File: src/rtl/ysyx_22041207_seq_mul.sv
`default_nettype none
// ============================================================================
// Module   : ysyx_22041207_seq_mul
// Brief    : Radix-2 sequential shift-add multiplier, 64x64 -> 128 or 32-bit word mode.
// Revision : 1.0 - initial release
// ============================================================================
module ysyx_22041207_seq_mul (
  input  logic        clk,
  input  logic        rst,
  input  logic        mul_valid,
  input  logic        flush,
  input  logic [63:0] multiplicand,
  input  logic [63:0] multiplier,
  input  logic        mulw,
  input  logic [1:0]  mul_signed,
  output logic        mul_ready,
  output logic        out_valid,
  output logic [63:0] result_hi,
  output logic [63:0] result_lo
);

  typedef enum logic [1:0] {
    S_IDLE = 2'd0,
    S_CALC = 2'd1,
    S_DONE = 2'd2
  } state_t;

  localparam logic [6:0] c_LAST_DWORD = 7'd63;
  localparam logic [6:0] c_LAST_WORD  = 7'd31;

  state_t r_state;
  state_t w_state_nxt;

  logic [127:0] r_mcand;
  logic [63:0]  r_mplier;
  logic [127:0] r_acc;
  logic [6:0]   r_cnt;
  logic         r_neg;
  logic         r_mulw;
  logic [63:0]  r_hi;
  logic [63:0]  r_lo;

  logic         w_a_sgn_en;
  logic         w_b_sgn_en;
  logic [63:0]  w_a_ext;
  logic [63:0]  w_b_ext;
  logic         w_a_neg;
  logic         w_b_neg;
  logic [63:0]  w_a_mag;
  logic [63:0]  w_b_mag;
  logic         w_accept;
  logic         w_last;
  logic         w_load_res;
  logic [127:0] w_acc_add;
  logic [127:0] w_prod;
  logic [63:0]  w_res_hi;
  logic [63:0]  w_res_lo;

  // 2'b01 is folded into unsigned: B is only signed when A is too.
  assign w_a_sgn_en = mul_signed[1];
  assign w_b_sgn_en = mul_signed[1] & mul_signed[0];

  // Word mode sign/zero-extends bit 31 so one magnitude path serves both widths.
  assign w_a_ext = mulw ? {{32{w_a_sgn_en & multiplicand[31]}}, multiplicand[31:0]} : multiplicand;
  assign w_b_ext = mulw ? {{32{w_b_sgn_en & multiplier[31]}}, multiplier[31:0]} : multiplier;
  assign w_a_neg = w_a_sgn_en & w_a_ext[63];
  assign w_b_neg = w_b_sgn_en & w_b_ext[63];
  assign w_a_mag = w_a_neg ? (~w_a_ext + 64'd1) : w_a_ext;
  assign w_b_mag = w_b_neg ? (~w_b_ext + 64'd1) : w_b_ext;

  assign w_accept   = (r_state == S_IDLE) && mul_valid && !flush;
  assign w_last     = (r_cnt == (r_mulw ? c_LAST_WORD : c_LAST_DWORD));
  assign w_load_res = (r_state == S_CALC) && w_last && !flush;

  assign w_acc_add = r_mplier[0] ? (r_acc + r_mcand) : r_acc;
  assign w_prod    = r_neg ? (~w_acc_add + 128'd1) : w_acc_add;
  assign w_res_lo  = r_mulw ? {{32{w_prod[31]}}, w_prod[31:0]} : w_prod[63:0];
  assign w_res_hi  = r_mulw ? 64'd0 : w_prod[127:64];

  always_ff @(posedge clk) begin
    if (!rst) begin
      r_state <= S_IDLE;
    end else begin
      r_state <= w_state_nxt;
    end
  end

  always_comb begin
    w_state_nxt = r_state;
    unique case (r_state)
      S_IDLE: begin
        if (mul_valid && !flush) begin
          w_state_nxt = S_CALC;
        end
      end
      S_CALC: begin
        if (flush) begin
          w_state_nxt = S_IDLE;
        end else if (w_last) begin
          w_state_nxt = S_DONE;
        end
      end
      S_DONE:  w_state_nxt = S_IDLE;
      default: w_state_nxt = S_IDLE;
    endcase
  end

  always_ff @(posedge clk) begin
    if (!rst) begin
      r_mcand  <= 128'd0;
      r_mplier <= 64'd0;
      r_acc    <= 128'd0;
      r_cnt    <= 7'd0;
      r_neg    <= 1'b0;
      r_mulw   <= 1'b0;
      r_hi     <= 64'd0;
      r_lo     <= 64'd0;
    end else begin
      if (w_accept) begin
        r_mcand  <= {64'd0, w_a_mag};
        r_mplier <= w_b_mag;
        r_acc    <= 128'd0;
        r_cnt    <= 7'd0;
        r_neg    <= w_a_neg ^ w_b_neg;
        r_mulw   <= mulw;
      end else if ((r_state == S_CALC) && !flush) begin
        r_acc    <= w_acc_add;
        r_mcand  <= r_mcand << 1;
        r_mplier <= r_mplier >> 1;
        r_cnt    <= r_cnt + 7'd1;
      end
      // Results only move on a completed, unflushed operation.
      if (w_load_res) begin
        r_hi <= w_res_hi;
        r_lo <= w_res_lo;
      end
    end
  end

  assign mul_ready = (r_state == S_IDLE);
  assign out_valid = (r_state == S_DONE);
  assign result_hi = r_hi;
  assign result_lo = r_lo;

endmodule
`default_nettype wire

File: config.mk
export PLATFORM = sky130hd
export DESIGN_NAME = ysyx_22041207_seq_mul
export DESIGN_NICKNAME = d
export VERILOG_FILES = /design/src/rtl/ysyx_22041207_seq_mul.sv
export SDC_FILE = /design/constraint.sdc
export NUM_CORES = 2
export LEC_CHECK = 0
export ABC_AREA = 1
export ABC_CLOCK_PERIOD_IN_PS = 3600
export CAP_MARGIN = 10
export CORE_UTILIZATION = 35
export CTS_CLUSTER_SIZE = 16
export DETAILED_ROUTE_END_ITERATION = 8
export PLACE_DENSITY_LB_ADDON = 0.3
export SLEW_MARGIN = 20
export SYNTH_ARGS = -nofsm -noshare
export SYNTH_HDL_FRONTEND = slang
export SYNTH_SLANG_ARGS = --single-unit
File: constraint.sdc
create_clock -name clk -period 3.6 [get_ports clk]
set_input_delay 0.36 -clock clk [delete_from_list [all_inputs] [get_ports clk]]
set_output_delay 0.36 -clock clk [all_outputs]
set_load 0.01 [all_outputs]
---- After elaboration in Yosys (flattened, before gate mapping) ----
Index checks and enable logic that the tools add are counted.
storage, ports and cells
  memories kept ........................... 0
  input port bits ......................... 135
  RAM bits ................................ 0
  flip-flop bits (word level) ............. 459
  ROM bits ................................ 0
  logic and storage cells ................. 58
  latch bits .............................. 0
  output and inout bits ................... 130
cells by class
  bitwise gates (word level) .............. 10
  magnitude comparators ................... 0
  eq/ne operators ......................... 5
  multiplexer cells ....................... 17
  reduce and logical (&&, ||, !) cells .... 11
  multiply operators ...................... 0
  divide/modulo/power cells ............... 0
  add/subtract/negate cells ............... 5
  shift operators ......................... 0
operators by type and width
  operator                                                                 number
  64-bit 2-to-1 mux                                                        10
  128-bit 2-to-1 mux                                                       2
  128-bit by 1-bit adder with 128-bit output, second input constant        1
  128-bit adder                                                            1
  64-bit by 1-bit adder with 64-bit output, second input constant          2
  128-bit NOT                                                              1
  64-bit NOT                                                               2
  7-bit by 1-bit adder with 7-bit output, second input constant            1
  7-bit by 6-bit equality test with 1-bit output                           1
  1-bit logical AND                                                        6
  2-bit 2-to-1 mux                                                         3
  6-bit 2-to-1 mux                                                         1
  1-bit AND                                                                5
  2-bit case mux with 2 select lines                                       1
  3-bit inequality test, second input constant                             1
  2-bit by 1-bit equality test with 1-bit output, second input constant    1
  2-bit equality test, second input constant                               1
  2-bit zero test                                                          1
  2-bit by 1-bit inequality test with 1-bit output, second input constant  1
  2-bit AND reduction                                                      1
  2-bit nonzero test                                                       1
  2-bit OR reduction                                                       1
  1-bit zero test                                                          1
  1-bit NOT                                                                1
  1-bit bitwise XOR                                                        1

---- Logic depth before layout (Yosys ltp) ----
  word-level depth ........................ 7
  mapped depth ............................ 30
  gate-level depth less buffers ........... 30

---- Least setup slack after synthesis ----
No wires, ideal clock.
  path type ............................... reg-to-reg
  from .................................... reg r_mcand[0]
  to ...................................... reg r_hi[44] (netlist: result_hi[44])
  cell stages (with the launch flop) ...... 26
  arrival ................................. 3.074 ns
  path slack .............................. 0.393 ns
  path buffers ............................ 0
  path through ............................ dfxtp_1 -> ha_1 -> inv_1 -> fa_1 -> nand2_1 -> o21ai_1 -> ha_1 -> inv_1 -> nor2_1 -> nand3_1 -> nor2_1 -> nand3_1 -> nor2_2 -> nand2_1 -> nor2_2 -> nand2_1 -> nor2_1 -> nand2_1 -> nor2_1 -> nand3_1 -> nand2_2 -> nand2_2 -> nor2_2 -> nand3_1 -> nand3_1 -> a21oi_1
between the ends
  word-level cells in the longest chain between the ends .. 6
ends and longest elaborated chain
  element                                     RTL line  source
  start, declared                             34        logic [127:0] r_mcand;
  start signal, assigned                      120       r_mcand <= {64'd0, w_a_mag};
  start signal, assigned                      128       r_mcand <= r_mcand << 1;
  128-bit adder (*)                           75        assign w_acc_add = r_mplier[0] ? (r_acc + r_mcand) : r_acc;
  128-bit 2-to-1 mux (*)                      75
  128-bit NOT                                 76        assign w_prod = r_neg ? (~w_acc_add + 128'd1) : w_acc_add;
  128-bit by 1-bit adder with 128-bit output  76
  128-bit 2-to-1 mux (*)                      76
  64-bit 2-to-1 mux (*)                       78        assign w_res_hi = r_mulw ? 64'd0 : w_prod[127:64];
  end signal, assigned                        134       r_hi <= w_res_hi;
  end, declared                               40        logic [63:0] r_hi;
Mark *: on every way between the ends. The rest lies on a longest branch, timed or not.
A chain may end at the register's enable or synchronous reset.

---- Final worst setup path ----
  from .................................... reg r_mcand[0]
  to ...................................... reg r_lo[56] (netlist: result_lo[56])
between the ends
  word-level cells in the longest chain between the ends .. 6
ends and longest elaborated chain
  element                                     RTL line  source
  128-bit adder (*)                           75
  128-bit 2-to-1 mux (*)                      75
  128-bit NOT                                 76
  128-bit by 1-bit adder with 128-bit output  76
  128-bit 2-to-1 mux (*)                      76
  64-bit 2-to-1 mux (*)                       77        assign w_res_lo = r_mulw ? {{32{w_prod[31]}}, w_prod[31:0]} : w_prod[63:0];
  end signal, assigned                        135       r_lo <= w_res_lo;
  end, declared                               41        logic [63:0] r_lo;
Marked as above.

==> reports/qor.csv <==
stage,metric,value,unit
placed_design,dp_cells,10960,
die,initial_core_util,35.4,%
placed_design,hpwl,188,mm
critical_path,critical_path_buf_inv_count,6,
timing,maxSlewHeadroom,21.6,%
final_layout,nets,9755,
final_layout,final_cell_mix,"2790 x nand2_1, 1297 x inv_1, 1276 x buf_4",
clocking,cts_buffers,61,
clocking,cts_hold_buf,0,
die,core_area,0.122,sq mm
power,peakVddDrop,419,uV
global_route,grt_pass1_vias,52301,
final_layout,layout_commonest_cell,nand2_1,
status,violations,setup timing,
critical_path,cpMostUsedCell,nor2_4,
route,wl,233,mm
synth,synth_compound_area_share,13.3,%
synth,synthAdderAreaFrac,3.83,%
critical_path,r2r_end,result_lo[56],
route,viasPerCell,5.14,
clocking,cts_root_buf,clkbuf_16,
clocking,clk_latency,0.70,ns
status,status,"complete, but fails checks",
timing,tightest_slew,1.18,ns
critical_path,ff2ff_setup_slack,-0.33,ns
synth,yosysWarnings,0,
critical_path,cp_cell_sequence,"ha_4, inv_2, fa_2, nand2_2, o21ai_4, buf_6, nand2_4, nor2_4, nand3_2, nor2_4, nand3_2, nor2_4, nand2_4, buf_6, clkinv_4, nand2_4, nor2_4, nand3_4, buf_6, o21ai_4, xor2_4, nand3_4, buf_12, a31oi_1",
die,boundaryPins,265,
synth,muxShareOfSynthArea,0,%
timing,tns,-20.40,ns
global_route,grt_first_pass_wirelength,334,mm
critical_path,crit_family,simple AND/OR/NAND/NOR gates,
timing,period_share,109,%
job,maxCapViolCount,0,
power,p_total,17.7,mW
synth,synthCells,8084,
timing,hold_ws,0.461,ns
min_path,worstHoldPathType,reg -> reg,
timing,rsz0062_at_grt,true,
clocking,cts.clk_slew.worst_paths,0.06,ns
critical_path,reg2reg_depth,24,
placed_design,globalplace.congestion,1.08,
critical_path,required,4.19,ns
clocking,clockBufferDepth,3,
final_layout,layout.cells.non_filler,11163,
placed_design,pre_cts_slack,-0.877,ns
placed_design,portBuffers,264,
route,dr.pass1.iters,6,
power,power.density,274,mW/mm^2
synth,synth-seq-cells,459,
route,wl_per_cell,20.9,um
global_route,grt.overflow.total,0,
final_layout,area_delta_synth_final,49.4,%
timing,setup_ws,-0.331,ns
global_route,grt_antenna_before_repair,9,
final_layout,num-fill-cells,12609,
synth,mappedNetlistArea,0.0433,sq mm
final_layout,layout-drive-gt1-share,28.0,%
synth,synth_top_family_by_area,simple AND/OR/NAND/NOR gates,
synth,synth_edf_count,0,
synth,synthXorXnorAreaFrac,3.27,%
critical_path,cp_slowest_cell,fa_2,
critical_path,path_max_fanout,6,
clocking,cts_sinks,459,
timing,clock.fmax,254,MHz
synth,syn-num-nets,8351,
route,postRouteAntennaNets,0,
die,die-height,354,um
critical_path,cp_slowest_stage_delay,0.52,ns
clocking,cts_tree,yes,
power,leakagePower,32.6,nW
critical_path,cp-startpoint,r_mcand[0],
timing,final-max-slew-violation-count,0,
die,fp.dieArea,0.125,sq mm
timing,fin_crit,3.93,ns
route,vias,57411,
synth,synthFlopType,dfxtp_1,
synth,synth_simple_gate_area_share,43.9,%
synth,yosysUniqueCellTypes,60,
global_route,grt_max_degree,204,
synth,synth.area.top_cells,"nand2_1 27%, dfxtp_1 21%, inv_1 12%, a21oi_1 6.7%, nor2_1 5.7%",
clocking,h-tree-depth,2,
critical_path,end_kind,flop,
timing,setup-violations-final,98,
timing,hold_viol,0,
synth,syn_area_per_cell,5.35,sq um
critical_path,timing.rr.start,r_mcand[0],
critical_path,critPathKind,reg -> reg,
synth,yosysTopAreaCell,nand2_1,
die,num_rows,128,
critical_path,cp-start-kind,flop,
route,drc,0,
critical_path,cp.depth,24,
synth,async_flop_share,0,%
synth,synth_seq_area_share,21.2,%
route,drtIter0Drc,6392,
timing,fin_skew,0.0352,ns
synth,synth_top_area_share,27.2,%
global_route,grt_usage,35.6,%
die,die_w,354,um
critical_path,arrival,4.52,ns
critical_path,endpoint,result_lo[56],
## how the worst min path moves through the flow
stage	from	to	slack, ns	cells past startpoint
after floorplan	r_mplier[10]	r_mplier[10]	0.45	2
after global placement	r_mplier[51]	r_mplier[51]	0.45	2
after detailed placement	r_mplier[28]	r_mplier[28]	0.46	2
after CTS	multiplier[25]	r_mplier[25]	0.46	5
after global routing	r_mplier[37]	r_mplier[37]	0.47	2
final	result_hi[30]	result_hi[30]	0.46	2
## flip-flops by register name, indices dropped and copies added (netlist names)
register / cells
r_neg: 1
r_state: 2
r_mplier: 64
r_acc: 128
r_mulw: 1
result_lo: 64
r_cnt: 7
result_hi: 64
r_mcand: 128
## final cells by class
cell class / count / area (sq um) / share of cell area [%]
timing repair buffer: 1600 / 13300 / 20.5
antenna: 1 / 2.50 / 0.00387
sequential: 459 / 9360 / 14.5
multi-input combinational: 5989 / 32800 / 50.7
clock inverter: 20 / 294 / 0.455
clock buffer: 92 / 1750 / 2.71
inverter: 1377 / 5210 / 8.05
tap: 1625 / 2030 / 3.14
## where the power goes
| part | internal, mW | leakage [nW] | switching [mW] |
|---|---|---|---|
| Sequential | 5.20 | 3.76 | 0.178 |
| Clock | 3.78 | 0.992 | 2.73 |
| Combinational | 2.32 | 27.9 | 3.53 |
## Yosys cell counts, types with 4 or more instances
library cell  instances
buf_6                 4
nand2_1            3140
o221ai_1              6
nor3_2                5
a211oi_1              4
buf_4                 5
o21ai_1              16
ha_1                131
a21oi_2               5
nor2_1              659
o21ai_0             356
nor2_4               21
buf_2                31
nand3b_1             10
nand2_4               9
nor3_1               59
nand2_2              43
nand4_1              75
dfxtp_1             459
a21o_1                4
a31oi_1              23
and2_1                7
clkinv_1              6
nand3_2              17
inv_2                39
or2_2                 9
o21ai_2              10
clkbuf_1            192
xor2_1              131
o31ai_1               8
xnor2_1              27
inv_1              1331
o21bai_1              9
buf_1                25
a21oi_1             578
o211ai_1             44
nor2_2               55
nor4_1               21
nand3_1             478
## per-layer routing
metal | up-vias | GRT usage [%] | part of all wire [%]
met1 | 26745 | 52.4 | 46
met2 | 2510 | 51.2 | 40
li1 | 27818 | - | -
met4 | 8 | 10.4 | 3.4
met3 | 330 | 7.57 | 11
met5 | - | 0 | 0.022
## metrics by stage
stage          cell area (sq um)  utilization, %
5_1_grt                    64700            52.9
4_1_cts                    62100            50.8
3_3_place_gp               56800            46.5
2_1_floorplan              43300               -
3_5_place_dp               56800            46.5
6_report                   64700            52.9
## kinds of logic after synthesis
kind of cell | Yosys count
buffers and inverters | 1636
and+or+nand+nor | 4618
adders and majority gates | 132
xor gates and xnor gates | 160
DFF | 459
AOI/OAI and AO/OA | 1079
## worst reg2reg max path, stage by stage, from the launching register on
cell	delay [ns]
dfxtp_4	0.37
ha_4	0.13
inv_2	0.03
fa_2	0.52
nand2_2	0.07
o21ai_4	0.09
buf_6	0.13
nand2_4	0.05
nor2_4	0.10
nand3_2	0.11
nor2_4	0.13
nand3_2	0.12
nor2_4	0.16
nand2_4	0.06
buf_6	0.12
clkinv_4	0.04
nand2_4	0.05
nor2_4	0.14
nand3_4	0.13
buf_6	0.15
o21ai_4	0.19
xor2_4	0.26
nand3_4	0.24
buf_12	0.23
a31oi_1	0.20
## timing repair
action	4_1_cts	5_1_grt
hold endpoints to repair	0	0
gates resized for setup	734	593
setup endpoints to repair	100	100
buffers inserted	49	40
pin swaps	101	147
gates cloned	2	1
No activity file was read; power rests on OpenSTA's default activity.
